File: config.mk
export PLATFORM = sky130hd
export DESIGN_NAME = fpu_arbiter_flat
export DESIGN_NICKNAME = d
export VERILOG_FILES = /design/src/rtl/fpu_arb_pkg.sv /design/src/rtl/fpu_arbiter_if.sv /design/src/rtl/fpu_arbiter_rr_pick.sv /design/src/rtl/fpu_arbiter.sv /design/src/flat_wrapper.sv
export SDC_FILE = /design/constraint.sdc
export NUM_CORES = 1
export LEC_CHECK = 0
export BUFFER_PORTS_ARGS = -buffer_cell sky130_fd_sc_hd__buf_2
export CAP_MARGIN = 15
export CORE_AREA = 2 2 158 160
export DETAILED_ROUTE_END_ITERATION = 8
export DIE_AREA = 0 0 160 162
export MAX_ROUTING_LAYER = met4
export PLACE_DENSITY = 0.65
export SLEW_MARGIN = 20
export SYNTH_ARGS = -nofsm -noshare
export SYNTH_HDL_FRONTEND = slang
export SYNTH_SLANG_ARGS = --single-unit
File: constraint.sdc
create_clock -name clk -period 1.7 [get_ports clk]
set_input_delay 0.17 -clock clk [delete_from_list [all_inputs] [get_ports clk]]
set_output_delay 0.17 -clock clk [all_outputs]
set_load 0.005 [all_outputs]
File: src/rtl/fpu_arb_pkg.sv
// fpu_arb_pkg: shared state type and adder status/timing constants for fpu_arbiter.
package fpu_arb_pkg;
  typedef enum logic [1:0] {IDLE, RUN, CAPTURE} fpu_arb_state_t;
  localparam logic [3:0] FPU_ST_EXACT     = 4'b0001;
  localparam logic [3:0] FPU_ST_INEXACT   = 4'b0010;
  localparam logic [3:0] FPU_ST_OVERFLOW  = 4'b0100;
  localparam logic [3:0] FPU_ST_UNDERFLOW = 4'b1000;
  localparam int FPU_MIN_WAIT = 38;
endpackage

File: src/rtl/fpu_arbiter_if.sv
// fpu_arbiter_if: requester-side request/response bus of the shared fpu arbiter.
interface fpu_arbiter_if #(parameter int N_REQ = 4);
  localparam int IW = $clog2(N_REQ);
  logic [N_REQ-1:0]    req_valid;
  logic [N_REQ*32-1:0] req_op_a;
  logic [N_REQ*32-1:0] req_op_b;
  logic [N_REQ-1:0]    req_ready;
  logic                rsp_valid;
  logic [IW-1:0]       rsp_id;
  logic [31:0]         rsp_data;
  logic [3:0]          rsp_status;
  modport master (output req_valid, req_op_a, req_op_b,
                  input req_ready, rsp_valid, rsp_id, rsp_data, rsp_status);
  modport slave (input req_valid, req_op_a, req_op_b,
                 output req_ready, rsp_valid, rsp_id, rsp_data, rsp_status);
endinterface

File: src/rtl/fpu_arbiter_rr_pick.sv
// rr_pick: combinational winner select, round-robin after last, or lowest index
// when FPU_ARB_FIXED_PRIO_EN is defined.
module rr_pick #(
  parameter int N_REQ = 4,
  localparam int IW = $clog2(N_REQ)
) (
  input  logic [N_REQ-1:0] req,
`ifndef FPU_ARB_FIXED_PRIO_EN
  input  logic [IW-1:0]    last,
`endif
  output logic [IW-1:0]    idx,
  output logic             any
);
  assign any = |req;
`ifdef FPU_ARB_FIXED_PRIO_EN
  always_comb begin
    idx = '0;
    for (int k = N_REQ - 1; k >= 0; k--)
      if (req[k]) idx = IW'(k);
  end
`else
  // Scan from farthest to nearest so the slot right after last wins.
  always_comb begin
    idx = '0;
    for (int k = N_REQ; k >= 1; k--)
      if (req[(int'(last) + k) % N_REQ]) idx = IW'((int'(last) + k) % N_REQ);
  end
`endif
endmodule

File: src/rtl/fpu_arbiter.sv
// fpu_arbiter: shares one handshake-less fpu adder among N_REQ requesters by owning its reset.
// Define FPU_ARB_FIXED_PRIO_EN for fixed lowest-index priority instead of round-robin.
module fpu_arbiter
  import fpu_arb_pkg::*;
#(
  parameter int N_REQ       = 4,
  parameter int WAIT_CYCLES = 40
) (
  input  logic          clk,
  input  logic          reset,
  fpu_arbiter_if.slave  bus,
  output logic [31:0]   fpu_op_a,
  output logic [31:0]   fpu_op_b,
  output logic          fpu_rst_n,
  input  logic [31:0]   fpu_data,
  input  logic [3:0]    fpu_status
);
  localparam int IW = $clog2(N_REQ);
  localparam int CW = $clog2(WAIT_CYCLES);
  fpu_arb_state_t state, state_n;
  logic [CW-1:0] cnt;
  logic [IW-1:0] grant;
  logic [IW-1:0] win;
  logic          any;
`ifdef FPU_ARB_FIXED_PRIO_EN
  rr_pick #(.N_REQ(N_REQ)) u_pick (.req(bus.req_valid), .idx(win), .any(any));
`else
  logic [IW-1:0] last_grant;
  rr_pick #(.N_REQ(N_REQ)) u_pick (.req(bus.req_valid), .last(last_grant), .idx(win), .any(any));
`endif
  always_comb begin
    state_n = state;
    state_n = (state == IDLE && any) ? RUN :
              (state == RUN && cnt == CW'(WAIT_CYCLES - 1)) ? CAPTURE :
              (state == CAPTURE) ? IDLE : state;
  end
  always_ff @(posedge clk or negedge reset) begin
    if (!reset) state <= IDLE;
    else state <= state_n;
  end
  // The adder leaves reset on the grant edge, so it steps exactly WAIT_CYCLES times before capture.
  always_ff @(posedge clk or negedge reset) begin
    if (!reset) begin
      cnt            <= '0;
      grant          <= '0;
`ifndef FPU_ARB_FIXED_PRIO_EN
      last_grant     <= IW'(N_REQ - 1);
`endif
      fpu_op_a       <= '0;
      fpu_op_b       <= '0;
      fpu_rst_n      <= 1'b0;
      bus.req_ready  <= '0;
      bus.rsp_valid  <= 1'b0;
      bus.rsp_id     <= '0;
      bus.rsp_data   <= '0;
      bus.rsp_status <= '0;
    end else begin
      bus.req_ready <= '0;
      bus.rsp_valid <= 1'b0;
      if (state == IDLE && any) begin
        fpu_op_a      <= bus.req_op_a[32*win +: 32];
        fpu_op_b      <= bus.req_op_b[32*win +: 32];
        grant         <= win;
`ifndef FPU_ARB_FIXED_PRIO_EN
        last_grant    <= win;
`endif
        bus.req_ready <= N_REQ'(1) << win;
        fpu_rst_n     <= 1'b1;
        cnt           <= '0;
      end
      if (state == RUN) cnt <= cnt + 1'b1;
      if (state == CAPTURE) begin
        bus.rsp_data   <= fpu_data;
        bus.rsp_status <= fpu_status;
        bus.rsp_id     <= grant;
        bus.rsp_valid  <= 1'b1;
        fpu_rst_n      <= 1'b0;
      end
    end
  end
endmodule

File: src/flat_wrapper.sv
// flat-port wrapper written by rule: the top's interface ports become plain ports
module fpu_arbiter_flat import fpu_arb_pkg::*;
#(
  parameter int N_REQ       = 4,
  parameter int WAIT_CYCLES = 40
)
  (clk, reset, fpu_op_a, fpu_op_b, fpu_rst_n, fpu_data, fpu_status, bus_req_valid, bus_req_op_a, bus_req_op_b, bus_req_ready, bus_rsp_valid, bus_rsp_id, bus_rsp_data, bus_rsp_status);
  fpu_arbiter_if #(.N_REQ(N_REQ)) bus_i ();
  input  logic clk;
  input  logic reset;
  output logic [31:0] fpu_op_a;
  output logic [31:0] fpu_op_b;
  output logic fpu_rst_n;
  input  logic [31:0] fpu_data;
  input  logic [3:0] fpu_status;
  input wire logic [$bits(bus_i.req_valid)-1:0] bus_req_valid;
  input wire logic [$bits(bus_i.req_op_a)-1:0] bus_req_op_a;
  input wire logic [$bits(bus_i.req_op_b)-1:0] bus_req_op_b;
  output wire logic [$bits(bus_i.req_ready)-1:0] bus_req_ready;
  output wire logic [$bits(bus_i.rsp_valid)-1:0] bus_rsp_valid;
  output wire logic [$bits(bus_i.rsp_id)-1:0] bus_rsp_id;
  output wire logic [$bits(bus_i.rsp_data)-1:0] bus_rsp_data;
  output wire logic [$bits(bus_i.rsp_status)-1:0] bus_rsp_status;
  assign bus_i.req_valid = bus_req_valid;
  assign bus_i.req_op_a = bus_req_op_a;
  assign bus_i.req_op_b = bus_req_op_b;
  assign bus_req_ready = bus_i.req_ready;
  assign bus_rsp_valid = bus_i.rsp_valid;
  assign bus_rsp_id = bus_i.rsp_id;
  assign bus_rsp_data = bus_i.rsp_data;
  assign bus_rsp_status = bus_i.rsp_status;
  fpu_arbiter #(.N_REQ(N_REQ), .WAIT_CYCLES(WAIT_CYCLES)) u_core (.clk(clk), .reset(reset), .bus(bus_i), .fpu_op_a(fpu_op_a), .fpu_op_b(fpu_op_b), .fpu_rst_n(fpu_rst_n), .fpu_data(fpu_data), .fpu_status(fpu_status));
endmodule
* After elaboration in Yosys (flattened, before gate mapping) *
Index checks and enable logic that the tools add are counted.
W data, S select, Z words.

storage, ports and cells
  bits in registers = 120
  bits of input ports = 298
  output and inout bits = 108
  word-level logic and storage cells = 67

operators by class
  add/sub/neg operators = 5
  magnitude comparators = 4
  equality and inequality tests = 3
  shift operators = 3
  multiplexer cells = 25
  bitwise gates (word level) = 4
  reductions and logical operators = 11

operator list
  cell                   number
  $shiftx A128 B8 Y32    2
  $lt A3 B4 Y1 const B   4
  $mux W2                7
  $mux W6                2
  $mux W1                11
  $bmux W1 S2            4
  $reduce_or A2 Y1       4
  $add A6 B1 Y6 const B  1
  $eq A6 B6 Y1 const B   1
  $add A2 B1 Y2 const B  2
  $add A2 B2 Y2 const B  2
  $and A1 B1 Y1 const A  4
  $mux W4                1
  $reduce_bool A2 Y1     2
  $reduce_or A4 Y1       1
  $shl A1 B2 Y4 const A  1
  $reduce_bool A3 Y1     1
  $eq A2 B1 Y1 const B   1
  $eq A2 B2 Y1 const B   1
  $logic_and A1 B1 Y1    2
  $logic_not A2 Y1       1

* Logic depth before layout (Yosys ltp) *
Gate-level depths: netlist (run 1).

  word-level depth = 12
  gate-level depth with buffers = 8
  depth with buffers taken out = 5

* Cells and area by module *
From an unflattened synthesis (run 1), not the netlist that was laid out.

unflattened totals
  cell total of the unflattened synthesis = 513
  area, all modules = 6512.5 um^2

modules (own cells, without submodules)
  module       times used  cells each  area an instance (um^2)  seq. area each (um^2)
  fpu_arbiter  1           499         6421.2                   3005.4
  rr_pick      1           14          91.3                     0.0

* Worst setup path before layout (run 1) *
Ideal clock, no wire load.

  kind = reg-to-reg
  start point = register u_core.last_grant[0]
  end point = register u_core.fpu_op_a[0]
  library setup time = 144 ps
  data arrival time = 1730 ps
  required time = 1556 ps
  path slack = -174 ps
  cell stages (with the launch flop) = 8
  buffers on the path = 2
  period minus slack after synthesis = 1874 ps
  cells stage by stage = dfstp_2 and2b_1 o21ai_1 buf_2 clkbuf_1 a31oi_1 a211oi_1 a211oi_2

on the way
  cells in the longest elaborated chain, start to end = 9
  elaborated cells between the ends (all ways) = 21
  those cells by class = add/sub: 4; shift: 1; mux: 16

ends and longest elaborated chain
  element                                      line                       text
  from (decl)                                  fpu_arbiter.sv:28          logic [IW-1:0] last_grant;
  from (signal assigned)                       fpu_arbiter.sv:47          last_grant <= IW'(N_REQ - 1);
  from (signal assigned)                       fpu_arbiter.sv:65          last_grant <= win;
  $add A2 B1 Y2                                fpu_arbiter_rr_pick.sv:26  if (req[(int'(last) + k) % N_REQ]) idx = IW'((int'(last) + k) % N_REQ);
  $bmux W1 S2                                  fpu_arbiter_rr_pick.sv:26
  $mux W1 (not written as such) (2 in series)  fpu_arbiter_rr_pick.sv:26
  $mux W2 (3 in series)                        fpu_arbiter_rr_pick.sv:26
  $mux W2 (*)                                  fpu_arbiter_rr_pick.sv:26
  $shiftx A128 B8 Y32 (*)                      fpu_arbiter.sv:61          fpu_op_a <= bus.req_op_a[32*win +: 32];
  to (signal assigned)                         fpu_arbiter.sv:61
  to (decl)                                    fpu_arbiter.sv:12          output logic [31:0] fpu_op_a,

Every way passes the cells marked *; elsewhere a longest branch is shown, timed or not. The select of a mux whose other input is x is not followed.
A chain may end at the register's enable or synchronous reset.

* Final worst setup path (run 1) *
  start point = register u_core.last_grant[0]
  end point = register u_core.fpu_op_a[31]

Same word-level chain as after synthesis.

==> flow_summary.ini, run 1 <==
[run_status]
outcome = finished, violations left
violations = setup timing

[pwr]
p_total_w = 0.00850
powerDensity_nw_per_um2 = 810
leakage_nw = 5.29
ir_drop_uv = 441

[detailed_routing]
via_count = 7028
routed.top_layer = met4
route.met3.wl_mm = 1.74
firstDrtPassIters = 5
drt-wirelength-per-cell_microns = 17.7
drt_iter0_drc = 414
drc = 0
met2WireLength_mm = 12.9
routed_wl_mm = 25.9
ant_nets = 0
wl_met1_mm = 10.8
via_per_inst = 4.80

[place]
gp_congestion = 0.864
hpwl_mm = 18.7
dpl_worst_slack_ns = -0.377
io_buffers = 405

[global_route]
grt_usage_pct = 19.6
grt_max_degree = 51
antenna_found_initial = 1
grt_pass1_wl_mm = 38.4
grt_pass1_vias = 7010
overflow = 0

[timing]
whs_ns = 0.0295
fin_crit_ns = 2.01
hold_viol_final = 0
rsz0062_at_grt = yes
fin_skew_ns = 0.0147
setup_violations = 66
worstMarginPinSlew_ns = 0.541
slew_headroom_pct = 63.8
drv_slew = 0
max_freq_ghz = 0.497
fin_ws_ns = -0.310
min_period_over_period_pct = 118

[clock_network]
cts_max_path_buffers = 2
clock_tree.root_cell = clkbuf_16
clock_latency_ns = 0.42
cts.htree.levels = 4
clock-sinks = 120
cts_tree = done
cts_buffers = 17
path_clk_slew_ns = 0.06

[critical_path]
path_cells = and2b_1 -> o21ai_4 -> and3_4 -> buf_12 -> buf_4 -> mux2i_1 -> a211oi_1
cp-end-kind = flop
arrival_ns = 2.31
crit_slowest_cell = dfstp_2
cp_data_required_time_ns = 2.00
r2r-end = u_core.fpu_op_a[31]
crit_family = flip-flops
cp_slowest_stage_delay_ns = 0.53
cp_max_fo = 16
cp-start-kind = flop
worstSetupPathType = reg -> reg
worst-path-buf-inv = 2
r2r_cells = 7
r2r_start = u_core.last_grant[0]
rrSetupSlack_ns = -0.31

[yosys]
ys_seq_area_share_pct = 45.0
synth_nets = 968
synthFlopType = dfrtp_1
ys_top_cells_by_area = dfrtp_1 (44%), a211oi_1 (12%), mux2i_1 (9.7%)
synth_area_leader_cell = dfrtp_1
synth_common_cells = dfrtp_1 (118), a211oi_1 (108), nor2_1 (72)
yosysWarnings = 0
synth-edff-count = 0
synth.ff_latch_count = 120
synthCells = 669
synth_cell_type_count = 35
synth_top_area_share_pct = 44.2
async_reset_ff_share_pct = 100
syn_area_sq_um = 6670
yosys.cell_count.top_type = dfrtp_1
syn_avg_cell_area_sq_um = 9.98

[min_path]
hp-class = in -> reg
hold_path_end = u_core.bus.rsp_data[8]
hold_depth = 2
holdCritStartpoint = fpu_data[8]

[die]
core_region_area_sq_um = 24100
row_count = 57
die_h_microns = 162
ioPinCount = 406
start_util_pct = 27.7
die_area_sq_um = 25900
dieWidth_microns = 160

[layout]
num-nets-final = 1425
fillers = 2356
syn2layout_area_growth_pct = 57.2
drive_gt1_share_pct = 51.8

[run]
max_cap_violations = 0
layer usage:
metal,GRT usage (%),vias up
met1,23.8,3281
met2,33.5,336
met4,5.28,0
met5,-,-
met3,3.65,32
li1,-,3379
layout by cell type (no fill, tap or decap), types with 2 or more instances in the layout:
cell           Yosys  layout
mux2i_2            0      10
mux2_2            38      38
clkinv_2           0       3
mux2i_1           65      53
nor2_1            72      71
inv_1             65      65
a21oi_1            2       2
mux2i_4            0       2
clkinvlp_4         0       4
buf_2             17     404
a211oi_1         108     102
a211oi_2          20      25
dfstp_2            2       2
nand2b_1           3       3
clkbuf_16          0      18
o21ai_4            0       2
o21ai_0            9       9
buf_6              3       5
dfrtp_1          118     118
a31oi_1           64      64
nand3_1            5       5
nand2_1           15      14
dlygate4sd3_1      0      31
buf_12             0      10
buf_4              5      47
nor2b_1            3       2
inv_6              0       7
nand4_1            2       2
nor2_4             0       2
how the worst max path moves through the flow:
stage               slack, ns                  from                   to  depth (start not counted)
finish                  -0.31  u_core.last_grant[0]  u_core.fpu_op_a[31]                          7
detailed placement      -0.38  u_core.last_grant[0]  u_core.fpu_op_b[21]                          5
global placement        -0.27  u_core.last_grant[0]  u_core.fpu_op_b[17]                          5
floorplan               -0.12  u_core.last_grant[0]   u_core.fpu_op_a[0]                          8
CTS                     -0.27  u_core.last_grant[0]  u_core.fpu_op_a[28]                          6
global route            -0.34  u_core.last_grant[0]  u_core.fpu_op_b[20]                          7
metrics by stage:
stage	area, sq um	TNS, ns	util, %	cells
finish	10500	-14.49	43.5	1464
global route	10500	-18.24	43.5	1464
CTS	10300	-13.82	42.9	1458
detailed placement	9420	-14.93	39.1	1393
global placement	9420	-12.87	39.1	1393
floorplan	6700	-4.45	-	669
power breakdown:
group	switching (W)	internal (W)	total, W
Combinational	0.000943	0.00103	0.00197
Sequential	0.000115	0.00307	0.00318
Clock	0.00145	0.00189	0.00334
cells by family (layout without fill, tap and decap cells):
logic type                 Yosys count  count (layout)  share of synthesized area (%)
buffers and inverters              126             596                           8.02
adders and majority gates            1               1                          0.187
DFF                                120             120                           45.0
and+or+nand+nor                    110             110                           7.20
AOI/OAI and AO/OA                  209             209                           23.4
muxes                              103             103                           16.2
other                                0               1                              0
state kept, by name, summed over array words and instances (netlist names):
| signal | cells |
|---|---|
| u_core.bus.rsp_data | 32 |
| u_core.fpu_rst_n | 1 |
| u_core.bus.rsp_id | 2 |
| u_core.state | 2 |
| u_core.cnt | 6 |
| u_core.fpu_op_b | 32 |
| u_core.grant | 2 |
| u_core.bus.req_ready | 4 |
| u_core.bus.rsp_valid | 1 |
| u_core.bus.rsp_status | 4 |
| u_core.last_grant | 2 |
| u_core.fpu_op_a | 32 |
what timing repair did:
action,in CTS,in global routing
pin swaps,1,3
endpoints found under the setup margin,66,66
buffers inserted,2,3
gates cloned,0,2
hold endpoints to repair,115,0
hold buffers,31,0
resized for setup,13,18
layout make-up:
type / instances / area (sq um) / area share, %
Multi-Input combinational cell: 423 / 3300 / 31.4
Sequential cell: 120 / 3010 / 28.7
Timing Repair Buffer: 499 / 2990 / 28.5
Clock buffer: 17 / 425 / 4.06
Tap cell: 324 / 405 / 3.86
Inverter: 65 / 244 / 2.33
Clock inverter: 15 / 115 / 1.10
Antenna cell: 1 / 2.50 / 0.0239
(Power assumes the default switching activity.)
==> run 2, diff against run 1 <==
--- a/config.mk
+++ b/config.mk
@@ -12,7 +12,9 @@
 export DIE_AREA = 0 0 160 162
 export MAX_ROUTING_LAYER = met4
 export PLACE_DENSITY = 0.65
+export SETUP_SLACK_MARGIN = 0.15
 export SLEW_MARGIN = 20
 export SYNTH_ARGS = -nofsm -noshare
 export SYNTH_HDL_FRONTEND = slang
 export SYNTH_SLANG_ARGS = --single-unit
+export TNS_END_PERCENT = 100
==> flow_summary.ini, run 2 (synthesis gave the netlist of run 1 again) <==
[clock_network]
cts_tree = done
clock_latency_ns = 0.41
clock-sinks = 120
clock_tree.root_cell = clkbuf_16
cts_buffers = 17
cts_max_path_buffers = 2
cts.htree.levels = 4
path_clk_slew_ns = 0.06

[critical_path]
path_cells = and2b_1 -> buf_4 -> o221a_4 -> buf_4 -> nor2_4 -> buf_8 -> clkbuf_16 -> a211oi_1
crit_top_cell = buf_4
cp-end-kind = flop
arrival_ns = 2.27
cp_max_fo = 6
cp_data_required_time_ns = 1.99
cp_slowest_stage_delay_ns = 0.52
crit_slowest_cell = dfstp_2
cp-start-kind = flop
worstSetupPathType = reg -> reg

[global_route]
antenna_found_initial = 2
grt_max_degree = 49
grt_usage_pct = 21.2
grt_pass1_vias = 7442
grt_pass1_wl_mm = 41.2
overflow = 0

[layout]
ff_latch_area_sq_um = 3010
syn2layout_area_growth_pct = 74.5
drive_gt1_share_pct = 56.1
reg_top3 = u_core.bus.rsp_data x32, u_core.fpu_op_a x32, u_core.fpu_op_b x32
layout_commonest_cell = buf_2
fillers = 2268
multi_input_area_sq_um = 3550
final_cell_mix = buf_2 (404), dfrtp_1 (117), a211oi_1 (81)
num-nets-final = 1466

[die]
row_count = 57
ioPinCount = 406
dieWidth_microns = 160
start_util_pct = 27.7
die_h_microns = 162
core_region_area_sq_um = 24100
die_area_sq_um = 25900

[pwr]
ir_drop_uv = 540
powerDensity_nw_per_um2 = 792
p_total_w = 0.00922
leakage_nw = 5.75

[run_status]
violations = setup timing
outcome = finished, violations left

[timing]
slew_headroom_pct = 67.1
drv_slew = 0
rsz0062_at_grt = yes
setup_violations = 68
worstMarginPinSlew_ns = 0.493
fin_skew_ns = 0.0102
whs_ns = 0.0291
fin_ws_ns = -0.280
fin_crit_ns = 1.98
max_freq_ghz = 0.505
min_period_over_period_pct = 116
hold_viol_final = 0

[place]
gp_congestion = 0.873
io_buffers = 405
hpwl_mm = 18.1

[detailed_routing]
firstDrtPassIters = 7
drt-wirelength-per-cell_microns = 19.4
via_count = 7490
routed_wl_mm = 29.3
via_per_inst = 4.97
ant_nets = 0
drt_iter0_drc = 537
drc = 0

[min_path]
hp-class = in -> reg

[run]
max_cap_violations = 0
run 2: cell count changes in the layout (fill, tap and decap cells not counted), sizes merged:
cell / before / now
clkinvlp: 4 / 2
diode: 1 / 2
dlygate4sd3: 31 / 36
bufbuf: 0 / 1
buf: 467 / 496
bufinv: 0 / 1
clkinv: 4 / 3
clkbuf: 18 / 26
run 2: timing repair:
| action | CTS | global route |
|---|---|---|
| gates cloned | 10 | 10 |
| setup endpoints to repair | 72 | 77 |
| hold buffers | 34 | 2 |
| gates resized for setup | 89 | 33 |
| pin swaps | 38 | 4 |
| hold endpoints to repair | 57 | 2 |
| buffers inserted | 23 | 5 |
run 2: routing by layer:
layer	up-vias	track usage [%]	wire length (microns)	part of all wire, %
met5	-	-	0	0
met4	0	5.65	503	1.7
met3	35	4.14	2200	7.5
met2	402	35.9	14500	50
met1	3587	26.1	12100	41
li1	3466	-	-	-
run 2: worst max-delay path: cells and delay by family, from the launching register on:
kind	cells	cell delay (ns)
buf+inv	4	0.65
compound gates	2	0.33
simple gates	2	0.34
flops	1	0.52
run 2: path summary, 6_finish.rpt:
check | from | cells after the start | slack (ns) | to
worst min-delay path | fpu_data[1] | 2 | 0.03 | u_core.bus.rsp_data[1]
worst max register to register | u_core.last_grant[0] | 8 | -0.28 | u_core.fpu_op_a[27]
min in group asynchronous | reset | 2 | 0.24 | u_core.fpu_op_a[17]
worst min register to register | u_core.grant[1] | 2 | 0.48 | u_core.grant[1]
worst max-delay path | u_core.last_grant[0] | 8 | -0.28 | u_core.fpu_op_a[27]
max in group asynchronous | reset | 3 | 0.83 | u_core.fpu_op_a[30]
run 2: cell type report:
cell class	instances	area share, %
clock buffers	19	3.89
well taps	324	3.48
inverters	65	2.10
clock inverters	13	1.15
flip-flops and latches	120	25.8
repair buffers	540	33.0
diodes	2	0.0430
multi-input cells	423	30.5
run 2: power by group:
part	internal (W)	switching [W]	total, W
registers	0.00307	0.000112	0.00318
clock network	0.00214	0.00151	0.00365
logic	0.00131	0.00108	0.00239
run 2: through the flow:
stage	instance area, sq um	setup slack, ns	setup TNS, ns	util (%)	std cells
floorplan	6720	-0.112	-3.91	-	669
global placement	9400	-0.264	-12.79	39.0	1388
detailed placement	9400	-0.294	-13.76	39.0	1388
CTS	11200	-0.262	-13.50	46.5	1487
global route	11600	-0.360	-20.54	48.3	1506
finish	11600	-0.280	-15.67	48.3	1506
==> run 3, diff against run 2 <==
==> constraint.sdc (replaced) <==
create_clock -name clk -period 1.7 [get_ports clk]
set_input_delay 0.255 -clock clk [delete_from_list [all_inputs] [get_ports clk]]
set_output_delay 0.255 -clock clk [all_outputs]
set_load 0.005 [all_outputs]
==> flow_summary.ini, run 3 (synthesis gave the netlist of run 1 again) <==
[die]
core_region_area_sq_um = 24100
die_area_sq_um = 25900
die_h_microns = 162
row_count = 57
start_util_pct = 27.7
dieWidth_microns = 160
ioPinCount = 406

[global_route]
overflow = 0
grt_pass1_wl_mm = 37.0
antenna_found_initial = 2
grt_pass1_vias = 7101
grt_max_degree = 63
grt_usage_pct = 18.8

[layout]
syn2layout_area_growth_pct = 59.4
drive_gt1_share_pct = 55.0
fillers = 2351
num-nets-final = 1409
reg_top3 = u_core.bus.rsp_data x32, u_core.fpu_op_a x32, u_core.fpu_op_b x32
fin_util_pct = 44.1
fin_cells = 1449
final_cell_mix = buf_2 (404), dfrtp_1 (118), a211oi_1 (95)
layout_commonest_cell = buf_2

[timing]
drv_slew = 0
fin_ws_ns = -0.292
max_freq_ghz = 0.502
whs_ns = 0.0711
finalSetupTns_ns = -15.34
rsz0062_at_grt = yes
fin_crit_ns = 1.99
hold_viol_final = 0
slew_headroom_pct = 70.5
fin_skew_ns = 0.0119
worstMarginPinSlew_ns = 0.441
min_period_over_period_pct = 117
setup_violations = 67

[critical_path]
crit_family = buffers and inverters
worstSetupPathType = reg -> reg
cp_max_fo = 31
cp_slowest_stage_delay_ns = 0.54
worst-path-buf-inv = 3
crit_slowest_cell = dfstp_2
path_cells = and2b_2 -> o21ai_4 -> buf_6 -> buf_12 -> a31oi_1 -> a211oi_1 -> buf_4 -> a211oi_2
arrival_ns = 2.28
cp_data_required_time_ns = 1.99
cp-end-kind = flop
cp-start-kind = flop

[detailed_routing]
drt_iter0_drc = 455
routed_wl_mm = 25.7
drc = 0
ant_nets = 0
via_per_inst = 4.87
firstDrtPassIters = 4
drt-wirelength-per-cell_microns = 17.7
via_count = 7055

[place]
io_buffers = 405
hpwl_mm = 18.5
dpl_worst_slack_ns = -0.308
placed_cells = 1395
gp_congestion = 0.840

[run_status]
violations = setup timing
outcome = finished, violations left

[pwr]
ir_drop_uv = 456
leakage_nw = 5.35
power_switching_w = 0.00252
pwr-share-seq_pct = 35.8
combPwrFrac_pct = 22.9
powerDensity_nw_per_um2 = 835
switching_share_pct = 28.4
p_int_w = 0.00636
clockPowerShare_pct = 41.2

[clock_network]
cts_max_path_buffers = 2
cts_buffers = 17
clock_tree.root_cell = clkbuf_16
clock-sinks = 120
clock_latency_ns = 0.41
cts_tree = done
path_clk_slew_ns = 0.06
cts.htree.levels = 4

[run]
max_cap_violations = 0

[min_path]
hp-class = in -> reg
## run 3: layout make-up
| class | count | area, sq um | area share [%] |
|---|---|---|---|
| inverter | 65 | 244 | 2.29 |
| antenna | 2 | 5.00 | 0.0471 |
| timing repair buffer | 483 | 3010 | 28.3 |
| clock inverter | 13 | 145 | 1.36 |
| multi-input combinational | 423 | 3370 | 31.7 |
| tap | 324 | 405 | 3.81 |
| sequential | 120 | 3010 | 28.3 |
| clock buffer | 19 | 443 | 4.16 |
## run 3: repair_timing
action,in CTS,in global routing
resized for setup,15,44
buffers inserted,6,8
cloned,1,4
hold endpoints to repair,118,0
hold buffers,1,0
pin swaps,3,5
setup endpoints to repair,70,74
## run 3: power groups by stage
stage	logic, W	clock network, W	registers (W)
floorplan	0.000855	0	0.00324
detailed placement	0.00182	0	0.00323
CTS	0.00191	0.00377	0.00318
global route	0.00220	0.00390	0.00321
finish	0.00204	0.00366	0.00318
global placement	0.00180	0	0.00323
## run 3: metal layers
metal	vias up	GRT usage (%)	share of wire, %
met4	0	5.49	1.7
met3	27	4.09	7.1
met5	-	-	0
met2	336	32.7	50
met1	3344	21.9	41
li1	3348	-	-
## run 3: final timing paths
path	start	end	slack, ns	depth (start not counted)
min in group asynchronous	reset	u_core.fpu_op_a[17]	0.42	3
worst max register to register	u_core.last_grant[0]	u_core.fpu_op_a[3]	-0.29	8
worst min register to register	u_core.cnt[5]	u_core.cnt[5]	0.49	1
worst min-delay path	fpu_data[3]	u_core.bus.rsp_data[3]	0.07	2
worst max-delay path	u_core.last_grant[0]	u_core.fpu_op_a[3]	-0.29	8
max in group asynchronous	reset	u_core.fpu_op_b[5]	0.96	3
## run 3: through the flow
stage	power (W)	cell area [sq um]
after detailed placement	0.00505	9530
after global placement	0.00503	9530
final	0.00888	10600
after global routing	0.00930	10600
after floorplan	0.00410	6720
after CTS	0.00887	10300
